==> src/rtl/wiper_pkg.sv <==
// Shared types and default timing constants for the wiper motor controller.
// The optional single-wipe input is enabled with WIPER_SINGLE_WIPE_EN.
package wiper_pkg;

    typedef enum logic [2:0] {
        ST_IDLE,
        ST_OUT,
        ST_BACK,
        ST_PAUSE,
        ST_FAULT
    } wiper_state_e;

    localparam int DEF_CNT_W           = 16;
    localparam int DEF_SWEEP_CYCLES    = 1000;
    localparam int DEF_INTERVAL_CYCLES = 4000;
    localparam int DEF_TIMEOUT_CYCLES  = 3000;

    // States in which the motor is energised.
    function automatic logic is_drive_state(wiper_state_e s);
        return (s == ST_OUT) || (s == ST_BACK);
    endfunction

    function automatic logic is_busy_state(wiper_state_e s);
        return (s == ST_OUT) || (s == ST_BACK) || (s == ST_PAUSE);
    endfunction

endpackage

==> src/rtl/wiper_motor_ctrl_if.sv <==
// Request/motor-drive bundle between the wiper decision logic and the motor controller.
// single_wipe exists only when WIPER_SINGLE_WIPE_EN is defined.
interface wiper_motor_ctrl_if;

    logic wiper_req;
    logic fast;
    logic park_sw;
`ifdef WIPER_SINGLE_WIPE_EN
    logic single_wipe;
`endif
    logic motor_on;
    logic motor_dir;
    logic motor_fast;
    logic busy;
    logic fault;

    modport master (
`ifdef WIPER_SINGLE_WIPE_EN
        output single_wipe,
`endif
        output wiper_req,
        output fast,
        output park_sw,
        input  motor_on,
        input  motor_dir,
        input  motor_fast,
        input  busy,
        input  fault
    );

    modport slave (
`ifdef WIPER_SINGLE_WIPE_EN
        input  single_wipe,
`endif
        input  wiper_req,
        input  fast,
        input  park_sw,
        output motor_on,
        output motor_dir,
        output motor_fast,
        output busy,
        output fault
    );

endinterface

==> src/rtl/wiper_timer.sv <==
// Shared cycle counter: clears on clr, counts while en, done when count == cmp-1.
module wiper_timer #(
    parameter int CNT_W = 16
) (
    input  logic             clk,
    input  logic             rst,
    input  logic             clr,
    input  logic             en,
    input  logic [CNT_W-1:0] cmp,
    output logic             done
);

    logic [CNT_W-1:0] count;

    // NOTE: sequential state uses non-blocking assignments so every register
    // samples the pre-edge values, independent of block ordering.
    always_ff @(posedge clk) begin
        if (rst || clr) begin
            count <= '0;
        end else if (en) begin
            count <= count + CNT_W'(1);
        end
    end

    assign done = (count == (cmp - CNT_W'(1)));

endmodule

==> src/rtl/wiper_motor_ctrl.sv <==
// Wiper motor sequencer: outward stroke, return to park, optional pause, park-timeout fault.
// Define WIPER_SINGLE_WIPE_EN to add the single_wipe one-shot trigger.
module wiper_motor_ctrl
    import wiper_pkg::*;
#(
    parameter int CNT_W           = DEF_CNT_W,
    parameter int SWEEP_CYCLES    = DEF_SWEEP_CYCLES,
    parameter int INTERVAL_CYCLES = DEF_INTERVAL_CYCLES,
    parameter int TIMEOUT_CYCLES  = DEF_TIMEOUT_CYCLES
) (
    input  logic               clk,
    input  logic               rst,
    wiper_motor_ctrl_if.slave  bus
);

    localparam longint CNT_LIMIT = longint'(1) << CNT_W;

    if (SWEEP_CYCLES < 2 || longint'(SWEEP_CYCLES) >= CNT_LIMIT) begin : g_bad_sweep
        $error("SWEEP_CYCLES must be >= 2 and fit in CNT_W bits");
    end
    if (INTERVAL_CYCLES < 2 || longint'(INTERVAL_CYCLES) >= CNT_LIMIT) begin : g_bad_interval
        $error("INTERVAL_CYCLES must be >= 2 and fit in CNT_W bits");
    end
    if (TIMEOUT_CYCLES < 2 || longint'(TIMEOUT_CYCLES) >= CNT_LIMIT) begin : g_bad_timeout
        $error("TIMEOUT_CYCLES must be >= 2 and fit in CNT_W bits");
    end

    wiper_state_e     state, state_next;
    logic             timer_clr, timer_en, timer_done;
    logic [CNT_W-1:0] timer_cmp;
    logic             latch_fast;
    logic             sw_rise;

    logic motor_on_q, motor_dir_q, motor_fast_q, busy_q, fault_q;

`ifdef WIPER_SINGLE_WIPE_EN
    logic sw_q;

    always_ff @(posedge clk) begin
        if (rst) begin
            sw_q <= 1'b0;
        end else begin
            sw_q <= bus.single_wipe;
        end
    end

    assign sw_rise = bus.single_wipe & ~sw_q;
`else
    assign sw_rise = 1'b0;
`endif

    wiper_timer #(.CNT_W(CNT_W)) u_timer (
        .clk  (clk),
        .rst  (rst),
        .clr  (timer_clr),
        .en   (timer_en),
        .cmp  (timer_cmp),
        .done (timer_done)
    );

    // NOTE: every signal driven here gets a default first so no path leaves
    // a value unassigned, which would otherwise infer a latch.
    always_comb begin
        state_next = state;
        timer_cmp  = CNT_W'(SWEEP_CYCLES);
        timer_en   = 1'b0;
        latch_fast = 1'b0;

        unique case (state)
            ST_IDLE: begin
                if (bus.wiper_req || sw_rise) begin
                    state_next = ST_OUT;
                    latch_fast = 1'b1;
                end
            end
            ST_OUT: begin
                timer_en  = 1'b1;
                timer_cmp = CNT_W'(SWEEP_CYCLES);
                if (timer_done) begin
                    state_next = ST_BACK;
                end
            end
            ST_BACK: begin
                timer_en  = 1'b1;
                timer_cmp = CNT_W'(TIMEOUT_CYCLES);
                // Reaching park outranks a timeout landing on the same cycle.
                if (bus.park_sw) begin
                    if (!bus.wiper_req) begin
                        state_next = ST_IDLE;
                    end else if (bus.fast) begin
                        state_next = ST_OUT;
                        latch_fast = 1'b1;
                    end else begin
                        state_next = ST_PAUSE;
                    end
                end else if (timer_done) begin
                    state_next = ST_FAULT;
                end
            end
            ST_PAUSE: begin
                timer_en  = 1'b1;
                timer_cmp = CNT_W'(INTERVAL_CYCLES);
                if (!bus.wiper_req) begin
                    state_next = ST_IDLE;
                end else if (bus.fast || timer_done) begin
                    state_next = ST_OUT;
                    latch_fast = 1'b1;
                end
            end
            ST_FAULT: begin
                state_next = ST_FAULT;
            end
            default: begin
                state_next = ST_IDLE;
            end
        endcase

        // Every state change restarts the shared counter from zero.
        timer_clr = (state_next != state);
    end

    // Outputs are registered from the next state so they line up with it.
    always_ff @(posedge clk) begin
        if (rst) begin
            state        <= ST_IDLE;
            motor_on_q   <= 1'b0;
            motor_dir_q  <= 1'b0;
            motor_fast_q <= 1'b0;
            busy_q       <= 1'b0;
            fault_q      <= 1'b0;
        end else begin
            state       <= state_next;
            motor_on_q  <= is_drive_state(state_next);
            motor_dir_q <= (state_next == ST_OUT);
            busy_q      <= is_busy_state(state_next);
            fault_q     <= (state_next == ST_FAULT);
            if (latch_fast) begin
                motor_fast_q <= bus.fast;
            end
        end
    end

    assign bus.motor_on   = motor_on_q;
    assign bus.motor_dir  = motor_dir_q;
    assign bus.motor_fast = motor_fast_q;
    assign bus.busy       = busy_q;
    assign bus.fault      = fault_q;

endmodule

==> src/flat_wrapper.sv <==
// flat-port wrapper written by rule: the top's interface ports become plain ports
module wiper_motor_ctrl_flat import wiper_pkg::*;
#(
    parameter int CNT_W           = DEF_CNT_W,
    parameter int SWEEP_CYCLES    = DEF_SWEEP_CYCLES,
    parameter int INTERVAL_CYCLES = DEF_INTERVAL_CYCLES,
    parameter int TIMEOUT_CYCLES  = DEF_TIMEOUT_CYCLES
)
  (clk, rst, bus_wiper_req, bus_fast, bus_park_sw, bus_motor_on, bus_motor_dir, bus_motor_fast, bus_busy, bus_fault);
  wiper_motor_ctrl_if bus_i ();
  input  logic clk;
  input  logic rst;
  input wire logic [$bits(bus_i.wiper_req)-1:0] bus_wiper_req;
  input wire logic [$bits(bus_i.fast)-1:0] bus_fast;
  input wire logic [$bits(bus_i.park_sw)-1:0] bus_park_sw;
  output wire logic [$bits(bus_i.motor_on)-1:0] bus_motor_on;
  output wire logic [$bits(bus_i.motor_dir)-1:0] bus_motor_dir;
  output wire logic [$bits(bus_i.motor_fast)-1:0] bus_motor_fast;
  output wire logic [$bits(bus_i.busy)-1:0] bus_busy;
  output wire logic [$bits(bus_i.fault)-1:0] bus_fault;
  assign bus_i.wiper_req = bus_wiper_req;
  assign bus_i.fast = bus_fast;
  assign bus_i.park_sw = bus_park_sw;
  assign bus_motor_on = bus_i.motor_on;
  assign bus_motor_dir = bus_i.motor_dir;
  assign bus_motor_fast = bus_i.motor_fast;
  assign bus_busy = bus_i.busy;
  assign bus_fault = bus_i.fault;
  wiper_motor_ctrl #(.CNT_W(CNT_W), .SWEEP_CYCLES(SWEEP_CYCLES), .INTERVAL_CYCLES(INTERVAL_CYCLES), .TIMEOUT_CYCLES(TIMEOUT_CYCLES)) u_core (.clk(clk), .rst(rst), .bus(bus_i));
endmodule
==> config.mk <==
export PLATFORM = sky130hd
export DESIGN_NAME = wiper_motor_ctrl_flat
export DESIGN_NICKNAME = d
export VERILOG_FILES = /design/src/rtl/wiper_pkg.sv /design/src/rtl/wiper_motor_ctrl_if.sv /design/src/rtl/wiper_timer.sv /design/src/rtl/wiper_motor_ctrl.sv /design/src/flat_wrapper.sv
export SDC_FILE = /design/constraint.sdc
export NUM_CORES = 1
export LEC_CHECK = 0
export CORE_MARGIN = 2
export CORE_UTILIZATION = 58
export DETAILED_ROUTE_END_ITERATION = 7
export PLACE_DENSITY_LB_ADDON = 0.12
export SLEW_MARGIN = 40
export SYNTH_ARGS = -nofsm -noshare
export SYNTH_HDL_FRONTEND = slang
export SYNTH_HIERARCHICAL = 1
export SYNTH_SLANG_ARGS = --single-unit
==> constraint.sdc <==
create_clock -name clk -period 5.15 [get_ports clk]
set_input_delay 0.515 -clock clk [delete_from_list [all_inputs] [get_ports clk]]
set_output_delay 0.515 -clock clk [all_outputs]
set_load 0.005 [all_outputs]
==> run_results.csv, run 1 <==
group,metric,value,unit
routing,drtPass1Iterations,4,
yosys,ys_top_cells_by_area,"dfxtp_1 (30%), xor2_1 (10%), xnor2_1 (9.8%), nor2_1 (6.8%), nand3_1 (2.5%)",
yosys,yosys_register_bits,24,
finish,antenna_cells,0,
yosys,synthAdderAreaFrac,0.0156,
timing,min_period,3.91,ns
clock_network,cts_tree,"built",
clock_network,cts_buffers,3,
yosys,synth-xor-area-share,0.202,
routing,first_iter_violations,48,
finish,nets,255,
global_route,grt_overflow,0,
yosys,synth_top_area_frac,0.300,
place,place_hpwl,2420,um
routing,vias_per_cell,5.00,
min_path,holdPathStages,2,
timing,fin_tns_setup,0,ns
finish,area.growth.synth_to_final,18.7,%
yosys,muxShareOfSynthArea,0.0258,
clock_network,cts.sinks,24,
routing,drc,0,
timing,slew_viol_final,0,
global_route,grt_antenna_before_repair,0,
routing,drt_wl_total,3110,um
die,start_util,0.596,
critical_path,path_max_fanout,16,
die,rows,19,
pwr,peakVddDrop,0.182,mV
pwr,p_leak,0.752,nW
critical_path,worst-setup-path-type,"register to register",
timing,fmax,256,MHz
timing,period_share,0.759,
clock_network,clk_latency,0.31,ns
global_route,grt_max_degree,18,
yosys,synth_top_area_cell,"dfxtp_1",
place,gp_congestion,0.760,
timing,final-setup-viol-count,0,
pwr,total_power,338,uW
yosys,synth_edf_count,0,
min_path,worstHoldStart,"u_core/bus.motor_fast$_SDFFE_PP0P_",
clock_network,cts_setup_buffers,0,
yosys,synth_top_family_by_area,"simple AND/OR/NAND/NOR gates",
die,core_area,2690,um^2
yosys,yosys.area_share.simple,0.330,
clock_network,cts_hold_buffers,0,
die,dieArea,3200,um^2
run_status,run_status,"finished clean",
routing,post_drt_wl_per_cell,11.2,um
critical_path,rr_worst_depth,13,
routing,ant_nets,0,
yosys,postSynthAreaPerCell,8.05,um^2
timing,hold_viol,0,
routing,vias,1391,
critical_path,r2r_slack,1.24,ns
yosys,synth_compound_area_frac,0.0867,
critical_path,required,5.35,ns
global_route,grt_pass1_wl,5420,um
pwr,p_per_area,178,nW/um^2
yosys,synth_cell_types,49,
timing,clock_skew,0.00818,ns
clock_network,clk_pin_slew_worst_paths,0.13,ns
yosys,ys.flop_type,"dfxtp_1",
min_path,holdPathEnd,"u_core/bus.motor_fast$_SDFFE_PP0P_",
min_path,hp-class,"register to register",
clock_network,h-tree-depth,1,
finish,layout-drive-gt1-share,0.0607,
timing,rsz0062_at_grt,"no",
yosys,synthArstFlopShare,0,
yosys,synth_area,1600,um^2
critical_path,cp.arrival,4.11,ns
yosys,synth-seq-area-share,0.300,
place,numPortBuffers,9,
die,die_h,56.5,um
critical_path,r2r_end,"u_core/u_timer/count[9]$_SDFFE_PP0P_",
yosys,syn_inst,199,
die,io_pins,10,
timing,max_slew_margin,0.601,
yosys,yosysWarningCount,6,
critical_path,cp-end-kind,"register",
global_route,track_usage,0.212,
job,cap_viol_max_count,0,
timing,worstMarginPinSlew,0.597,ns
die,die_w,56.5,um
clock_network,cts_resized,0,
timing,holdWs,0.465,ns
critical_path,r2r-start,"u_core/state[1]$_SDFF_PP0_",
clock_network,cts_buffer_depth,2,
clock_network,cts_root_buf,"clkbuf_4",
global_route,grt_pass1_vias,1291,
critical_path,cp-start-kind,"register",
## routing by layer
layer	wire, um	global-route usage	vias up	share of wire
met1	1590	0.292	624	0.51
met4	56	0.0748	0	0.018
met5	0	0	-	0
met2	1400	0.336	13	0.45
met3	65	0.0323	8	0.021
li1	-	-	746	-
## worst max-delay path by stage
stage / start / end / slack [ns] / cells after the start
detailed placement: u_core/state[1]$_SDFF_PP0_ / u_core/u_timer/count[9]$_SDFFE_PP0P_ / 1.10 / 13
global route: u_core/state[1]$_SDFF_PP0_ / u_core/u_timer/count[5]$_SDFFE_PP0P_ / 0.88 / 13
CTS: u_core/state[1]$_SDFF_PP0_ / u_core/u_timer/count[9]$_SDFFE_PP0P_ / 1.01 / 13
global placement: u_core/state[1]$_SDFF_PP0_ / u_core/u_timer/count[11]$_SDFFE_PP0P_ / 1.30 / 13
finish: u_core/state[1]$_SDFF_PP0_ / u_core/u_timer/count[9]$_SDFFE_PP0P_ / 1.24 / 13
floorplan: u_core/state[1]$_SDFF_PP0_ / u_core/u_timer/count[10]$_SDFFE_PP0P_ / 1.41 / 16
## area by class of cell
class / count / area (um^2)
Clock buffer: 4 / 36.3
Fill cell: 231 / 786
Inverter: 8 / 30.0
Multi-Input combinational cell: 202 / 1220
Sequential cell: 24 / 480
Tap cell: 31 / 38.8
Timing Repair Buffer: 9 / 90.1
## cells by family after synthesis
kind of cell               count (synthesis)
muxes                                      4
other                                      2
and+or+nand+nor                           95
buffers and inverters                     14
xor gates and xnor gates                  37
AOI/OAI and AO/OA                         21
DFF                                       24
adders and majority gates                  2
## cells in the mapped netlist, types with 2 or more instances
cell type / number
inv_1: 7
clkbuf_1: 5
or3_1: 2
and3_1: 4
a21oi_1: 5
nand4_1: 6
nand2_1: 9
nand2b_1: 2
conb_1: 2
xnor2_1: 18
ha_1: 2
and2_1: 2
or4_1: 3
mux2i_1: 3
nor2b_1: 2
nand3_1: 8
nor4_1: 5
xor2_1: 19
or4_4: 2
nor3_1: 8
nor2_1: 29
o21ai_0: 6
dfxtp_1: 24
## stage by stage
step / std cells / setup slack, ns / instance area [um^2] / utilization
2_1_floorplan: 240 / 1.41 / 1760 / -
3_3_place_gp: 274 / 1.30 / 1860 / 0.692
3_5_place_dp: 274 / 1.10 / 1860 / 0.692
4_1_cts: 278 / 1.01 / 1890 / 0.705
5_1_grt: 278 / 0.879 / 1900 / 0.707
6_report: 278 / 1.24 / 1900 / 0.707
## critical path: stages (launching register included)
cell and delay [ns]:
dfxtp_1 0.55, nor3b_1 0.56, xor2_1 0.23, or3_2 0.14, nand4_1 0.09, nor4b_1 0.32
nand4_1 0.16, nor4_2 0.52, nand4bb_1 0.20, o21ai_0 0.09, a32oi_1 0.39, o2bb2ai_1 0.16
or2_2 0.32, nor2_1 0.09
## cells in the final DEF (no fill, tap or decap), types with 4 or more instances in the layout
cell type,instances
a21oi_1,5
and3_1,4
clkdlybuf4s50_1,9
conb_1,43
dfxtp_1,24
inv_1,7
nand2_1,9
nand3_1,8
nand4_1,6
nor2_1,29
nor3_1,8
nor4_1,4
o21ai_0,6
xnor2_1,18
xor2_1,19
## sequential cells by signal, indices dropped and copies added, names as in the netlist
name,cells
u_core/bus.motor_fast,1
u_core/bus.motor_on,1
u_core/state,3
u_core/u_timer/count,16
u_core/bus.fault,1
u_core/bus.motor_dir,1
u_core/bus.busy,1
## report_power, final
group	switching [mW]	internal, mW
combinational	0.0250	0.0219
clock	0.0546	0.0431
sequential	0.00418	0.189
total	0.0838	0.254
Power figures use the tool's default switching activity.
==> run 2: changes to the inputs <==
--- a/config.mk
+++ b/config.mk
@@ -6,7 +6,7 @@
 export NUM_CORES = 1
 export LEC_CHECK = 0
 export CORE_MARGIN = 2
-export CORE_UTILIZATION = 58
+export CORE_UTILIZATION = 53
 export DETAILED_ROUTE_END_ITERATION = 7
 export PLACE_DENSITY_LB_ADDON = 0.12
 export SLEW_MARGIN = 40
==> constraint.sdc (replaced) <==
create_clock -name clk -period 3.55 [get_ports clk]
set_input_delay 0.355 -clock clk [delete_from_list [all_inputs] [get_ports clk]]
set_output_delay 0.355 -clock clk [all_outputs]
set_load 0.005 [all_outputs]
==> run_results.csv, run 2 (synthesis gave the netlist of run 1 again) <==
group,metric,value,unit
clock_network,clk_pin_slew_worst_paths,0.13,ns
timing,fin_tns_setup,0,ns
routing,first_iter_violations,73,
global_route,grt_pass1_vias,1211,
timing,fmax,315,MHz
routing,vias_per_cell,4.98,
die,die_h,59.0,um
critical_path,r2r-start,"u_core/state[1]$_SDFF_PP0_",
routing,drc,1,
clock_network,cts_root_buf,"clkbuf_4",
die,die_w,59.0,um
critical_path,worst-setup-path-type,"register to register",
finish,final_cell_mix,"conb_1 (43), nor2_1 (29), dfxtp_1 (24)",
finish,reg_top3,"u_core/u_timer/count (16), u_core/state (3)",
critical_path,cp-start-kind,"register",
place,numPortBuffers,9,
finish,layout_commonest_cell,"conb_1",
critical_path,required,3.80,ns
finish,regMostFlops,"u_core/u_timer/count",
critical_path,path_max_fanout,16,
run_status,run_status,"finished, violations left",
finish,area.growth.synth_to_final,21.8,%
place,place_hpwl,2300,um
routing,drt_wl_total,2930,um
global_route,grt_pass1_wl,5060,um
clock_network,clk_latency,0.31,ns
min_path,hp-class,"register to register",
timing,min_period,3.17,ns
timing,hold_viol,0,
global_route,grt_max_degree,17,
die,rows,19,
clock_network,cts_buffers,3,
routing,post_drt_wl_per_cell,10.4,um
min_path,worstHoldStart,"u_core/bus.motor_fast$_SDFFE_PP0P_",
critical_path,crit_start,"u_core/state[1]$_SDFF_PP0_",
die,start_util,0.571,
clock_network,cts_buffer_depth,2,
finish,nets,259,
run_status,violations,"DRC",
timing,slew_viol_final,0,
timing,final-setup-viol-count,0,
timing,clock_skew,0.00221,ns
pwr,peakVddDrop,0.319,mV
pwr,p_leak,0.778,nW
clock_network,cts.sinks,24,
pwr,p_per_area,252,nW/um^2
clock_network,h-tree-depth,1,
die,dieArea,3480,um^2
job,cap_viol_max_count,0,
routing,drtPass1Iterations,6,
global_route,grt_antenna_before_repair,0,
finish,largest_reg_flops,16,
finish,antenna_cells,0,
routing,ant_nets,0,
finish,layout-drive-gt1-share,0.0797,
global_route,grt_overflow,0,
die,io_pins,10,
clock_network,cts_tree,"built",
timing,holdWs,0.463,ns
place,gp_congestion,0.838,
timing,period_share,0.894,
global_route,track_usage,0.186,
clock_network,cts_hold_buffers,0,
routing,vias,1403,
critical_path,cp-end-kind,"register",
critical_path,cp.arrival,3.43,ns
die,core_area,2810,um^2
==> run 2: metrics by stage <==
stage	utilization	instance area (um^2)	setup slack (ns)	std cells	total power, mW
2_1_floorplan	-	1770	0.100	240	0.333
3_3_place_gp	0.674	1890	0.238	277	0.352
3_5_place_dp	0.674	1890	0.128	277	0.352
4_1_cts	0.687	1930	0.122	281	0.493
5_1_grt	0.695	1950	-0.0139	282	0.516
6_report	0.695	1950	0.375	282	0.492
==> run 2: cell type report <==
cell class                      instances  area (um^2)
Multi-Input combinational cell        202         1240
Clock buffer                            4         36.3
Sequential cell                        24          480
Tap cell                               31         38.8
Inverter                                8         30.0
Timing Repair Buffer                   13          120
Fill cell                             228          855
==> run 2: repair_timing <==
action | CTS | global route
buffers inserted | 0 | 1
gates resized for setup | 0 | 2
endpoints found under the setup margin | 0 | 17
==> run 2: worst paths after layout <==
check	end	cells after the start	slack [ns]
setup / recovery	u_core/u_timer/count[5]$_SDFFE_PP0P_	13	0.38
hold / removal	u_core/bus.motor_fast$_SDFFE_PP0P_	2	0.46
setup reg to reg	u_core/u_timer/count[5]$_SDFFE_PP0P_	13	0.38
hold reg to reg	u_core/bus.motor_fast$_SDFFE_PP0P_	2	0.46
==> run 2: routing by layer <==
layer	track usage	vias up	wire length, um
met5	0	-	0
met4	0.0487	0	29
met3	0.0262	4	62
met2	0.308	13	1280
met1	0.253	626	1560
li1	-	760	-
==> run 2: worst max-delay path, stage by stage (launching register included) <==
cell and delay, ns:
dfxtp_1 0.48, nor2b_4 0.27, nand2_1 0.18, o21ai_0 0.19, nand4_1 0.10, nor4b_1 0.28
nand4_1 0.20, nor4_4 0.29, inv_1 0.10, o21ai_0 0.15, a32oi_1 0.14, o2bb2ai_1 0.14
or2_2 0.44, a21oi_1 0.16
==> run 2: report_power, final <==
| group | switching (mW) | internal, mW | leakage [nW] |
|---|---|---|---|
| combinational | 0.0384 | 0.0328 | 0.562 |
| sequential | 0.00348 | 0.274 | 0.195 |
| clock | 0.0799 | 0.0627 | 0.0210 |
==> run 3: changes to the inputs <==
--- a/config.mk
+++ b/config.mk
@@ -9,7 +9,7 @@
 export CORE_UTILIZATION = 53
 export DETAILED_ROUTE_END_ITERATION = 7
 export PLACE_DENSITY_LB_ADDON = 0.12
-export SLEW_MARGIN = 40
+export SLEW_MARGIN = 5
 export SYNTH_ARGS = -nofsm -noshare
 export SYNTH_HDL_FRONTEND = slang
 export SYNTH_HIERARCHICAL = 1
==> results of run 3 <==
Final layout, timing and power as in run 2 (identical DEF).
